**config.mk**
```make
export PLATFORM = sky130hd
export DESIGN_NAME = wb_stage
export DESIGN_NICKNAME = d
export VERILOG_FILES = /design/src/rtl/wb_pkg.sv /design/src/rtl/load_ext.sv /design/src/rtl/wb_stage.sv
export SDC_FILE = /design/constraint.sdc
export NUM_CORES = 1
export LEC_CHECK = 0
export ABC_CLOCK_PERIOD_IN_PS = 2300
export CORE_ASPECT_RATIO = 0.8
export CORE_MARGIN = 2
export CORE_UTILIZATION = 44
export CTS_CLUSTER_DIAMETER = 50
export DETAILED_ROUTE_END_ITERATION = 8
export PLACE_DENSITY = 0.88
export SLEW_MARGIN = 20
export SYNTH_ARGS = -nofsm -noshare
export SYNTH_HDL_FRONTEND = slang
export SYNTH_HIERARCHICAL = 1
export SYNTH_SLANG_ARGS = --single-unit
```
**constraint.sdc**
```tcl
create_clock -name clk -period 2.3 [get_ports clk]
set_input_delay 0.23 -clock clk [delete_from_list [all_inputs] [get_ports clk]]
set_output_delay 0.23 -clock clk [all_outputs]
set_load 0.01 [all_outputs]
```
**src/rtl/wb_pkg.sv**
```systemverilog
// Shared types and constants for the writeback stage.
// Load funct3 encodings, FSM state type, latched load context.
package wb_pkg;

  localparam int WB_ADDR_W = 5;

  localparam logic [2:0] F3_LB  = 3'd0;
  localparam logic [2:0] F3_LH  = 3'd1;
  localparam logic [2:0] F3_LW  = 3'd2;
  localparam logic [2:0] F3_LBU = 3'd4;
  localparam logic [2:0] F3_LHU = 3'd5;

  typedef enum logic [0:0] {IDLE, WAIT_LD} wb_state_t;

  // Everything needed to finish a load once dmem answers.
  typedef struct packed {
    logic [WB_ADDR_W-1:0] rd;
    logic                 we;
    logic [2:0]           funct3;
    logic [1:0]           addr_lo;
  } load_ctx_t;

endpackage

```
**src/rtl/load_ext.sv**
```systemverilog
// Sub-word load extraction: picks the byte/half addressed by addr_lo
// out of an aligned word and sign- or zero-extends it.
import wb_pkg::*;

module load_ext #(
  parameter int DATA_W = 32
) (
  input  logic [2:0]        funct3,
  input  logic [1:0]        addr_lo,
  input  logic [DATA_W-1:0] word,
  output logic [DATA_W-1:0] data
);

  logic [7:0]  byte_sel;
  logic [15:0] half_sel;

  // Select the addressed lane, then extend according to funct3.
  always_comb begin
    byte_sel = word[{addr_lo, 3'b000} +: 8];
    half_sel = addr_lo[1] ? word[16 +: 16] : word[0 +: 16];
    case (funct3)
      F3_LB:   data = {{(DATA_W-8){byte_sel[7]}}, byte_sel};
      F3_LBU:  data = {{(DATA_W-8){1'b0}}, byte_sel};
      F3_LH:   data = {{(DATA_W-16){half_sel[15]}}, half_sel};
      F3_LHU:  data = {{(DATA_W-16){1'b0}}, half_sel};
      default: data = word;
    endcase
  end

endmodule

```
**src/rtl/wb_stage.sv**
```systemverilog
// Writeback stage: MEM/WB register, load wait, register-file write
// and same-cycle forward port. Optional retired-instruction counter is
// built when WB_INSTRET_EN is defined; otherwise instret reads 0.
// Handshake: an instruction transfers on a cycle where m_valid & m_ready;
// MEM holds its inputs stable while m_valid is high and m_ready is low.
// When a load completes in the same cycle an ALU op fires, the load is
// written first and the ALU op is parked one cycle in a pending slot.
import wb_pkg::*;

module wb_stage #(
  parameter int ADDR_W = 5,
  parameter int DATA_W = 32
) (
  input  logic              clk,
  input  logic              rst_n,
  input  logic              m_valid,
  output logic              m_ready,
  input  logic [ADDR_W-1:0] m_rd,
  input  logic              m_we,
  input  logic              m_is_load,
  input  logic [2:0]        m_funct3,
  input  logic [1:0]        m_addr_lo,
  input  logic [DATA_W-1:0] m_alu_res,
  input  logic              dmem_rvalid,
  input  logic [DATA_W-1:0] dmem_rdata,
  output logic              rf_we,
  output logic [ADDR_W-1:0] rf_waddr,
  output logic [DATA_W-1:0] rf_wdata,
  output logic              fwd_valid,
  output logic [ADDR_W-1:0] fwd_rd,
  output logic [DATA_W-1:0] fwd_data,
  output logic [63:0]       instret,
  output wb_state_t         dbg_state
);

  wb_state_t         state_q, state_d;
  load_ctx_t         ctx_q;
  logic              fire, alu_fire, ld_fire, load_done;
  logic              wr_en_d, pend_take;
  logic [ADDR_W-1:0] wr_rd_d;
  logic [DATA_W-1:0] wr_data_d, ld_data;
  logic              pend_v_q, pend_we_q;
  logic [ADDR_W-1:0] pend_rd_q;
  logic [DATA_W-1:0] pend_data_q;

  load_ext #(.DATA_W(DATA_W)) u_load_ext (
    .funct3  (ctx_q.funct3),
    .addr_lo (ctx_q.addr_lo),
    .word    (dmem_rdata),
    .data    (ld_data)
  );

  // Handshake decode and next-state selection.
  always_comb begin
    m_ready   = (state_q == IDLE) | dmem_rvalid;
    fire      = m_valid & m_ready;
    alu_fire  = fire & ~m_is_load;
    ld_fire   = fire & m_is_load;
    load_done = (state_q == WAIT_LD) & dmem_rvalid;
    state_d   = state_q;
    case (state_q)
      IDLE:    if (ld_fire) state_d = WAIT_LD;
      WAIT_LD: if (dmem_rvalid) state_d = ld_fire ? WAIT_LD : IDLE;
      default: state_d = IDLE;
    endcase
  end

  // Choose what reaches the write port next cycle: load result first,
  // then a parked ALU op, then a freshly fired ALU op.
  always_comb begin
    wr_en_d   = 1'b0;
    wr_rd_d   = rf_waddr;
    wr_data_d = rf_wdata;
    pend_take = 1'b0;
    if (load_done) begin
      wr_en_d   = ctx_q.we & (ctx_q.rd != '0);
      wr_rd_d   = ctx_q.rd;
      wr_data_d = ld_data;
      pend_take = alu_fire;
    end else if (pend_v_q) begin
      wr_en_d   = pend_we_q;
      wr_rd_d   = pend_rd_q;
      wr_data_d = pend_data_q;
      pend_take = alu_fire;
    end else if (alu_fire) begin
      wr_en_d   = m_we & (m_rd != '0);
      wr_rd_d   = m_rd;
      wr_data_d = m_alu_res;
    end
  end

  // State, load context, pending slot and write-port registers.
  always_ff @(posedge clk or negedge rst_n) begin
    if (!rst_n) begin
      state_q     <= IDLE;
      ctx_q       <= '0;
      pend_v_q    <= 1'b0;
      pend_we_q   <= 1'b0;
      pend_rd_q   <= '0;
      pend_data_q <= '0;
      rf_we       <= 1'b0;
      rf_waddr    <= '0;
      rf_wdata    <= '0;
    end else begin
      state_q  <= state_d;
      rf_we    <= wr_en_d;
      rf_waddr <= wr_rd_d;
      rf_wdata <= wr_data_d;
      pend_v_q <= pend_take;
      if (ld_fire) begin
        ctx_q.rd      <= m_rd;
        ctx_q.we      <= m_we;
        ctx_q.funct3  <= m_funct3;
        ctx_q.addr_lo <= m_addr_lo;
      end
      if (pend_take) begin
        pend_we_q   <= m_we & (m_rd != '0);
        pend_rd_q   <= m_rd;
        pend_data_q <= m_alu_res;
      end
    end
  end

  assign fwd_valid = rf_we;
  assign fwd_rd    = rf_waddr;
  assign fwd_data  = rf_wdata;
  assign dbg_state = state_q;

`ifdef WB_INSTRET_EN
  logic [63:0] instret_q;
  logic [1:0]  retire_cnt;

  assign retire_cnt = {1'b0, alu_fire} + {1'b0, load_done};

  // Retired-instruction counter: ALU ops count on fire, loads on rvalid.
  always_ff @(posedge clk or negedge rst_n) begin
    if (!rst_n) instret_q <= '0;
    else        instret_q <= instret_q + {62'd0, retire_cnt};
  end

  assign instret = instret_q;
`else
  assign instret = '0;
`endif

endmodule

```
## Yosys cells after proc, flatten, opt, wreduce, memory -nomap -nowiden

Index checks and enable logic that the tools add are counted.

| storage, ports and cells | value |
|---|---|
| memories kept | 0 |
| register bits after elaboration | 89 |
| bits in writable memories | 0 |
| output and inout port bits | 142 |
| input port bits | 80 |
| word-level logic and storage cells | 45 |
| latch bits | 0 |
| ROM bits | 0 |

| operators by class | value |
|---|---|
| $lt $le $gt $ge | 0 |
| add/sub/neg operators | 0 |
| muxes and demuxes | 16 |
| bitwise operators | 9 |
| equal/unequal tests | 3 |
| shift operators | 1 |
| reductions and logical operators | 4 |
| divide/modulo/power cells | 0 |
| $mul | 0 |

Operator list:

| kind | count |
|---|---|
| 32-bit case mux with 4 select lines | 1 |
| 32-bit two-way mux | 3 |
| 32-bit by 6-bit indexed part select with 8-bit output | 1 |
| 16-bit two-way mux | 1 |
| 5-bit two-way mux | 3 |
| 5-bit nonzero test | 2 |
| 1-bit two-way mux | 7 |
| 1-bit AND | 6 |
| 3-bit equality test (second input constant) | 2 |
| 3-bit by 1-bit equality test with 1-bit output (second input constant) | 1 |
| 3-bit logical NOT | 1 |
| 3-bit nonzero test | 1 |
| 1-bit NOT | 2 |
| 1-bit case mux with 2 select lines | 1 |
| 1-bit OR | 1 |

## Depth between registers and ports, before layout

| depth | value |
|---|---|
| depth after elaboration | 7 |
| mapped depth | 8 |

## Cells and area by module

Netlist, hierarchy kept.

Modules (own cells, without submodules):

| module | sequential area each (µm²) | cells each | instances | area each (µm²) |
|---|---|---|---|---|
| wb_stage | 2,227.1 | 439 | 1 | 4,725.8 |
| load_ext | 0.0 | 96 | 1 | 845.8 |

## Least setup slack after synthesis

Ideal clock, no wire load.

| timing | value |
|---|---|
| path type | register to register |
| start | register ctx_q[0] (netlist name) |
| end | register rf_wdata[3], in the netlist fwd_data[3] |
| clock period less this slack | 1.776 ns |
| data required time | 2.174 ns |
| data arrival time | 1.650 ns |
| path slack | 0.524 ns |
| stages on the path, launching flop included | 7 |
| buffers on the path | 0 |
| path through | dfrtp_1 -> mux2_2 -> a22o_1 -> a221o_1 -> nand3_1 -> o21ai_0 -> a221o_1 |

| between the ends | value |
|---|---|
| longest elaborated chain between the ends | 3 |

Ends and longest elaborated chain:

| what | line | source |
|---|---|---|
| 32-bit by 6-bit indexed part select with 8-bit output | load_ext.sv:19 | `byte_sel = word[{addr_lo, 3'b000} +: 8];` |
| 32-bit case mux with 4 select lines | load_ext.sv:21 | `case (funct3)` |
| named net ld_data[3] | wb_stage.sv:41 | `logic [DATA_W-1:0] wr_data_d, ld_data;` |
| 32-bit two-way mux | wb_stage.sv:75 | `if (load_done) begin` |
| end signal, assigned | wb_stage.sv:108 | `rf_wdata <= wr_data_d;` |
| end, declared | wb_stage.sv:28 | `output logic [DATA_W-1:0] rf_wdata,` |

The timed path passes the listed nets, and every way through them passes these cells.
A chain may end at the register's enable or synchronous reset.

## Worst setup path after layout

| timing | value |
|---|---|
| start | register ctx_q[1] (netlist name) |
| end | register rf_wdata[1], in the netlist fwd_data[1] |

| between the ends | value |
|---|---|
| longest elaborated chain between the ends | 3 |
| elaborated cells on any way between the ends | 4 |
| classes of those cells | shift (1); mux (3) |

Ends and longest elaborated chain:

| what | line |
|---|---|
| 32-bit by 6-bit indexed part select with 8-bit output / 16-bit two-way mux (equally long branches) | load_ext.sv:19, load_ext.sv:20 |
| 32-bit case mux with 4 select lines (*) | load_ext.sv:21 |
| named net ld_data[1] | wb_stage.sv:41 |
| 32-bit two-way mux (*) | wb_stage.sv:75 |

The timed path passes the listed nets; every way through them passes the cells marked *.

==> results.toml <==
[detailed_routing]
wl_per_cell_um = 18.7
vias_per_cell = 5.46
vias = 4487
ant_nets = 0
wl_um = 15400
dr.pass1.iters = 6
drc = 0
drt_iter0_drc = 408

[floorplan]
io_pins = 222
core_um2 = 12300
die-area_um2 = 13600
rows = 36
start_util = 0.455
die_w_um = 130
dieHeight_um = 105

[grt]
grt_pass1_vias = 4163
grt_pass1_wl_um = 23200
grt-ovfl-total = 0
grt_use_total = 0.221
grt_antenna_before_repair = 0
grt_max_degree = 50

[sta]
timing.fmax_ghz = 0.475
hold_viol = 0
skew_ps = 5.31
timing.slew.headroom = 0.456
fin_hold_ws_ps = 402
maxSlewViolCount = 0
rsz0062_at_grt = "false"
setup-violations-final = 0
timing.final.crit_share = 0.916
tightest_slew_ps = 813
tns_ps = 0
min_period_ps = 2110

[synth]
synth_edf_count = 0
synthTopCellsByArea = "dfrtp_1 (40%), buf_4 (15%), mux2_2 (8.9%)"
yosysUniqueCellTypes = 42
ys_seq_area_frac = 0.400
yosysMostFrequentCell = "buf_4"
syn_area_um2 = 5570
yosys_warnings = 6
ys_top_cells_by_count = "buf_4 (110), dfrtp_1 (89), nand2_1 (45)"
synth_top_area_frac = 0.400
syn_avg_cell_area_um2 = 10.4
synth-seq-cells = 89
syn_inst = 535
synth-async-reset-ratio = 1.00
ys.flop_type = "dfrtp_1"
synth_top_cell_by_area = "dfrtp_1"

[worst_setup_path]
path_cells = "buf_4 > mux2i_1 > nor2_1 > a221o_1 > nand3_1 > o21ai_0 > a221o_1"
worstRegToRegCells = 7
path_common_cell = "a221o_1"
cp-end-kind = "flop"
start_kind = "flop"
cp_max_fo = 16
max_stage_delay_ps = 690
cp.arrival_ps = 2330
worstSetupPathType = "reg2reg"
path_depth = 7
critPathTopFamily = "flip-flops"
crit_slowest_cell = "dfrtp_1"
crit_buf_inv = 1
cp.required_ps = 2520

[layout]
final_nets = 726
antenna_cells = 0
fillCellCount = 1005
drive_gt1_frac = 0.161
area_growth_pct = 27.8
post-route-util = 0.581
final_area_um2 = 7120

[run_status]
status = "finished clean"

[worst_hold_path]
hold_class = "in2async"

[clock_tree]
clkLatencyLatePin_ps = 340
cts_root_buf = "clkbuf_16"
htree_levels = 3
clk_pin_slew_ps = 70
cts_buffers = 9
cts_tree = "built"
cts.path.max_buffers = 2
cts_sinks = 89

[pwr]
fin_total_pwr_uw = 6140
p_per_area_nw_per_um2 = 862
peakVddDrop_mv = 0.457
power_leakage_uw = 0.00294

[job]
max_cap_viol_count = 0

[placed_design]
place_area_um2 = 6780
dp_hpwl_um = 11400
port_buffers = 157
gp_congestion = 0.957
[what timing repair did]
| action | CTS | global route |
|---|---|---|
| hold buffers | 1 | 0 |
| buffers inserted | 0 | 0 |
| resized for setup | 0 | 1 |
| hold endpoints to repair | 40 | 0 |
| setup endpoints to repair | 0 | 1 |
[layer usage]
layer  up-vias  wire length (um)  part of all wire  global-route usage
met2       235              7300              0.47               0.354
met5         -                 0                 0                   0
met4         0               226             0.015              0.0492
li1       2002                 -                 -                   -
met3        22              1240             0.081              0.0476
met1      2228              6610              0.43               0.308
[power breakdown]
part,switching [uW],internal (uW)
clock,634,986
sequential,337,1960
combinational,932,1280
[layout by cell type, fill, tap and decap left out, drive strengths merged, types with 2 or more instances in the layout]
cell	instances
and2	2
a2bb2oi	20
o21ai	40
a21oi	7
o221ai	5
a22o	2
mux2i	8
dfrtp	89
inv	4
nand2b	2
bufinv	2
clkdlybuf4s50	156
nor2	4
nor3b	3
conb	64
a221o	43
clkbuf	10
nand2	45
clkinv	3
mux2	53
o21a	3
nor3	2
nor2b	11
and3	3
buf	21
nand3	37
[flip-flops by register name (all words and copies together), names as in the netlist]
| name | count |
|---|---|
| ctx_q | 11 |
| dbg_state | 1 |
| fwd_data | 32 |
| fwd_rd | 5 |
| fwd_valid | 1 |
| pend_data_q | 32 |
| pend_rd_q | 5 |
| pend_v_q | 1 |
| pend_we_q | 1 |
[per-stage QoR]
| step | cells | setup WS [ps] |
|---|---|---|
| 2_1_floorplan | 598 | 524 |
| 3_5_place_dp | 805 | 76.1 |
| 5_1_grt | 822 | 81.4 |
| 6_report | 822 | 194 |
| 4_1_cts | 822 | 195 |
| 3_3_place_gp | 805 | 165 |
[layout make-up]
class,instances,area (um^2),area share
clock buffer,10,239,0.0336
timing repair buffer,178,1750,0.246
sequential,89,2230,0.313
inverter,4,15.0,0.00211
clock inverter,6,90.1,0.0126
tap,171,214,0.0300
multi-input combinational,364,2580,0.363
[worst paths after layout]
| check | startpoint | endpoint | slack (ps) |
|---|---|---|---|
| worst max-delay path | ctx_q[1] | fwd_data[1] | 190 |
| max in group asynchronous | rst_n | fwd_rd[0] | 1250 |
| worst min-delay path | rst_n | pend_data_q[24] | 400 |
| worst min register to register | pend_rd_q[3] | pend_rd_q[3] | 490 |
| worst max register to register | ctx_q[1] | fwd_data[1] | 190 |
| min in group clk | pend_rd_q[3] | pend_rd_q[3] | 490 |
[cell families after synthesis]
group,synth area share
muxes,0.122
and+or+nand+nor,0.104
DFF,0.400
AOI/OAI and AO/OA,0.193
other,0.000673
buffers and inverters,0.181
(Power assumes the default switching activity.)
